File: config.mk
export PLATFORM = sky130hd
export DESIGN_NAME = keypad_scan
export DESIGN_NICKNAME = d
export VERILOG_FILES = /design/src/rtl/keypad_scan.sv
export SDC_FILE = /design/constraint.sdc
export NUM_CORES = 1
export LEC_CHECK = 0
export CORE_UTILIZATION = 40
export CTS_CLUSTER_DIAMETER = 100
export CTS_CLUSTER_SIZE = 12
export DETAILED_ROUTE_END_ITERATION = 8
export SLEW_MARGIN = 10
export SYNTH_ARGS = -nofsm -noshare
export SYNTH_HDL_FRONTEND = slang
export SYNTH_SLANG_ARGS = --single-unit
File: constraint.sdc
create_clock -name clock -period 2.65 [get_ports clock]
set_input_delay 0.53 -clock clock [delete_from_list [all_inputs] [get_ports clock]]
set_output_delay 0.53 -clock clock [all_outputs]
set_load 0.05 [all_outputs]
File: src/rtl/keypad_scan.sv
// keypad_scan: 4x3 matrix keypad scanner with synchronized rows, debounced one-hot key and binary code.
// Ports: clock/reset (async, active-high); row_in[3:0] active-low rows; col_out[2:0] active-low column drive;
// Key[11:0] one-hot debounced key (bit = 3*row+col); key_valid one-cycle press pulse; key_code binary key (15 = none).
module keypad_scan #(
  parameter int SCAN_DIV     = 16,
  parameter int DEBOUNCE_CNT = 8
) (
  input  logic        clock,
  input  logic        reset,
  input  logic [3:0]  row_in,
  output logic [2:0]  col_out,
  output logic [11:0] Key,
  output logic        key_valid,
  output logic [3:0]  key_code
);
  typedef enum logic [1:0] {SCAN, DEBOUNCE, HELD, RELEASE} state_t;
  state_t state, state_n;
  logic [3:0] r1, r2, low, idx, code_n;
  logic [1:0] col, col_n, col_nx, row, row_n, low_idx;
  logic [15:0] div, div_n, cnt, cnt_n;
  logic [11:0] key_n;
  logic valid_n, one_low, match, dwell_end, deb_last;
  assign low       = ~r2;
  assign one_low   = (low != 4'd0) && ((low & (low - 4'd1)) == 4'd0);
  assign low_idx   = low[0] ? 2'd0 : low[1] ? 2'd1 : low[2] ? 2'd2 : 2'd3;
  assign col_nx    = (col == 2'd2) ? 2'd0 : col + 2'd1;
  assign idx       = {1'b0, row, 1'b0} + {2'b00, row} + {2'b00, col};
  // the captured row must be the only low row; any other pattern is a bounce
  assign match     = r2 == ~(4'b0001 << row);
  assign dwell_end = div == 16'(SCAN_DIV - 1);
  assign deb_last  = cnt == 16'(DEBOUNCE_CNT - 1);
  assign col_out   = (col == 2'd0) ? 3'b110 : (col == 2'd1) ? 3'b101 : 3'b011;
  always_comb begin
    state_n = state;
    col_n   = col;
    div_n   = div;
    cnt_n   = cnt;
    row_n   = row;
    key_n   = Key;
    valid_n = 1'b0;
    code_n  = key_code;
    unique case (state)
      SCAN: begin
        div_n = dwell_end ? 16'd0 : div + 16'd1;
        if (dwell_end && one_low) begin
          state_n = DEBOUNCE;
          row_n   = low_idx;
          cnt_n   = 16'd0;
        end else if (dwell_end) col_n = col_nx;
      end
      DEBOUNCE: begin
        cnt_n = cnt + 16'd1;
        if (!match) begin
          state_n = SCAN;
          col_n   = col_nx;
          div_n   = 16'd0;
        end else if (deb_last) begin
          state_n = HELD;
          key_n   = 12'b1 << idx;
          valid_n = 1'b1;
          code_n  = (idx < 4'd9) ? idx + 4'd1 : (idx == 4'd9) ? 4'd10 : (idx == 4'd10) ? 4'd0 : 4'd11;
        end
      end
      HELD: begin
        if (r2[row]) begin
          state_n = RELEASE;
          cnt_n   = 16'd0;
        end
      end
      RELEASE: begin
        cnt_n = (r2 != 4'hF) ? 16'd0 : cnt + 16'd1;
        if (r2 == 4'hF && deb_last) begin
          state_n = SCAN;
          key_n   = 12'd0;
          code_n  = 4'd15;
          col_n   = col_nx;
          div_n   = 16'd0;
        end
      end
    endcase
  end
  always_ff @(posedge clock or posedge reset) begin
    if (reset) begin
      state     <= SCAN;
      r1        <= 4'hF;
      r2        <= 4'hF;
      col       <= 2'd0;
      div       <= 16'd0;
      cnt       <= 16'd0;
      row       <= 2'd0;
      Key       <= 12'd0;
      key_valid <= 1'b0;
      key_code  <= 4'd15;
    end else begin
      state     <= state_n;
      r1        <= row_in;
      r2        <= r1;
      col       <= col_n;
      div       <= div_n;
      cnt       <= cnt_n;
      row       <= row_n;
      Key       <= key_n;
      key_valid <= valid_n;
      key_code  <= code_n;
    end
  end
endmodule

==> impl_metrics.csv, run 1 <==
group,metric,value,unit
run_status,status,"completed",
detailed_routing,vias_per_cell,5.61,
detailed_routing,vias,2760,
pwr,switching_share,38.9,%
synthesis,syn-num-nets,365,
synthesis,synth_top_family_by_area,"simple AND/OR/NAND/NOR gates",
pwr,power_density,886,mW/mm2
place,port_buffers,25,
critical_path,critPathLaunch,"col[1]",
global_route,grt.overflow.total,0,
floorplan,core-area,0.00822,mm2
detailed_routing,antenna_left,0,
synthesis,ys.flop_type,"dfrtp_1",
floorplan,start_util,41.4,%
detailed_routing,drt_iter0_markers,160,
place,dpl_worst_slack,130,ps
timing,setup_viol,0,
min_path,hold_class,"register to register",
detailed_routing,route.detailed.drc,0,
clock_network,htreeDepth,3,
pwr,internal-power,2180,uW
synthesis,synthSimpleGateAreaFrac,18.6,%
floorplan,die_area,0.00888,mm2
critical_path,worstPathMaxFanout,11,
synthesis,synth_edf_count,0,
timing,report.final.hold_viol_count,0,
place,hpwl,4850,um
synthesis,synth_xor_xnor_area_share,0.515,%
global_route,grt_pass1_vias,2531,
synthesis,synth_cells,348,
clock_network,cts.sinks,63,
timing,relSlewSlack,47.0,%
critical_path,start_kind,"register",
global_route,antenna_found_initial,0,
critical_path,reg2reg_depth,8,
flow_run,max-cap-violations,0,
finish,multi_input_area,0.00166,mm2
finish,fin_area,0.00404,mm2
timing,tns,0,ps
finish,area_delta_synth_final,18.6,%
clock_network,cts_tree,"built",
clock_network,cts_buffers,9,
pwr,power_switching,1390,uW
timing,fin_crit,2530,ps
floorplan,fp.dieW,94.2,um
pwr,power_frac_comb,41.9,%
timing,rsz0062_at_grt,"false",
min_path,worst_hold_startpoint,"r1[1]",
detailed_routing,wl_per_cell,14.4,um
finish,drive_gt1_share,15.2,%
synthesis,synth_cell_types,53,
place,dpl_cell_area,0.00381,mm2
synthesis,synth.avg_cell_area,9.78,um2
place,place_inst,476,
timing,clock.fmax,395,MHz
synthesis,synthArstFlopShare,100,%
finish,fin_cells,492,
clock_network,clk_pin_slew,70,ps
clock_network,root_buffer,"clkbuf_8",
critical_path,worstPathArrival,2760,ps
floorplan,io_pins,26,
timing,final.setup.worst_slack,118,ps
pwr,power.leakage,0.00173,uW
clock_network,worstSkewPairLatency,340,ps
timing,finClkSkew,10.4,ps
clock_network,hold_buffers,0,
pwr,vdd_ir_drop_max,0.000456,V
critical_path,rr_startpoint,"col[1]",
synthesis,synth_seq_cells,63,
floorplan,fp.dieH,94.2,um
synthesis,synthAdderAreaFrac,4.49,%
place,place_congestion,0.807,
finish,regArea,0.00159,mm2
clock_network,clk_path_buf_depth,2,
pwr,pwr-share-clk,24.5,%
critical_path,endpoint_kind,"register",
global_route,grt_pass1_wl,12200,um
global_route,grt_usage,17.9,%
timing,drv_slew,0,
pwr,finalPower,3570,uW
timing,post-route-period-util,95.6,%
critical_path,critPathRequiredTime,2880,ps
finish,num_antenna_cells,0,
synthesis,synth-compound-area-share,17.9,%
critical_path,worstSetupEndpoint,"Key[1]",
synthesis,muxShareOfSynthArea,6.91,%
floorplan,rows,33,
synthesis,yosysSeqAreaShare,46.8,%
critical_path,reg2reg_slack,120,ps
critical_path,crit_type,"register to register",
timing,worst_slew_pin_slew,792,ps
synthesis,ys_warn_count,0,
detailed_routing,dr.pass1.iters,5,
critical_path,r2r_end,"Key[1]",
finish,nets,399,
synthesis,syn_area,0.00340,mm2
finish,fill_cells,771,
global_route,grt_max_degree,33,
pwr,seq_power_share,33.6,%
detailed_routing,drt-total-wl,7110,um
## per-stage QoR
step	util (%)	hold WS [ps]
2_1_floorplan	-	345
3_3_place_gp	46.4	346
3_5_place_dp	46.4	347
4_1_cts	48.9	354
5_1_grt	49.1	353
6_report	49.1	351
## repair_timing
| action | in CTS | in global routing |
|---|---|---|
| gates resized for setup | 0 | 2 |
| setup endpoints to repair | 0 | 5 |
| buffers inserted | 0 | 0 |
## state kept, by name, indices dropped and copies added (netlist names), named ones only
register / flops
Key: 12
cnt: 16
col: 2
div: 16
key_code: 4
key_valid: 1
r1: 4
r2: 4
row: 2
state: 1
## cells in the mapped netlist (all sizes together), types with 5 or more instances
library cell	number	area (um2)
nand2	40	150
mux2	10	113
and2	5	31.3
a31oi	19	119
nor4	5	46.3
nand3	16	80.1
buf	5	43.8
nor2	18	67.6
a21oi	11	58.8
and3	6	37.5
inv	21	78.8
o21ai	40	200
clkbuf	10	40.0
mux2i	10	100
nand4	9	56.3
dfstp	12	315
dfrtp	51	1280
ha	9	113
## layout by cell type, fill, tap and decap left out, types with 9 or more instances in the layout
cell / synthesis / routed
mux2_2: 10 / 10
clkdlybuf4s50_1: 0 / 25
nand2_1: 40 / 40
clkbuf_8: 0 / 12
dfrtp_1: 51 / 51
mux2i_1: 10 / 10
buf_4: 0 / 12
a31oi_1: 19 / 19
nor2_1: 18 / 18
inv_1: 21 / 20
a21oi_1: 10 / 9
nand3_1: 16 / 16
o21ai_0: 37 / 37
ha_1: 9 / 9
nand4_1: 9 / 9
dfstp_2: 12 / 12
## worst min path at each step
stage,to,slack (ps),cells after the start
2_1_floorplan,r2[0],350,0
3_3_place_gp,r2[0],350,0
3_5_place_dp,r2[2],350,0
4_1_cts,r2[0],350,0
5_1_grt,r2[1],350,0
6_report,r2[1],350,0
## area by class of cell
cell class              count  area share (%)
repair buffers             38            8.93
inverters                  21            1.95
clock buffers              13            4.19
flip-flops and latches     63            39.4
well taps                 105            3.26
clock inverters             3           0.992
multi-input cells         249            41.2
## kinds of logic (layout without fill, tap and decap cells)
kind of cell	count (synthesis)	in the layout
adders and majority gates	11	11
buffers and inverters	36	75
AOI/OAI and AO/OA	95	95
xor gates and xnor gates	2	2
and+or+nand+nor	120	120
muxes	21	21
DFF	63	63
## critical path, cell delays in order (launching register included)
cell and delay, ps:
dfrtp_1 400, fa_1 540, ha_1 140, inv_1 50
fa_1 480, buf_4 190, and3_1 200, and2_1 160
mux2_2 250
## power groups by stage
stage          Clock, uW  Sequential [uW]  Combinational (uW)
2_1_floorplan          0             1190                1110
3_3_place_gp           0             1210                1460
3_5_place_dp           0             1210                1490
4_1_cts              900             1200                1490
5_1_grt              944             1220                1680
6_report             876             1200                1500
## per-layer routing
layer / share of wire [%] / vias up / track usage [%]
met3: 3.4 / 9 / 5.18
met2: 46 / 48 / 26.5
met4: 1.3 / 0 / 6.67
li1: - / 1354 / -
met5: 0 / - / 0
met1: 49 / 1349 / 24.5
No activity file was read; power rests on OpenSTA's default activity.
==> run 2, diff against run 1 <==
Settings changed: CAP_MARGIN set to 10.
==> results of run 2 <==
The final DEF is identical to that of run 1; final timing and power are the same.
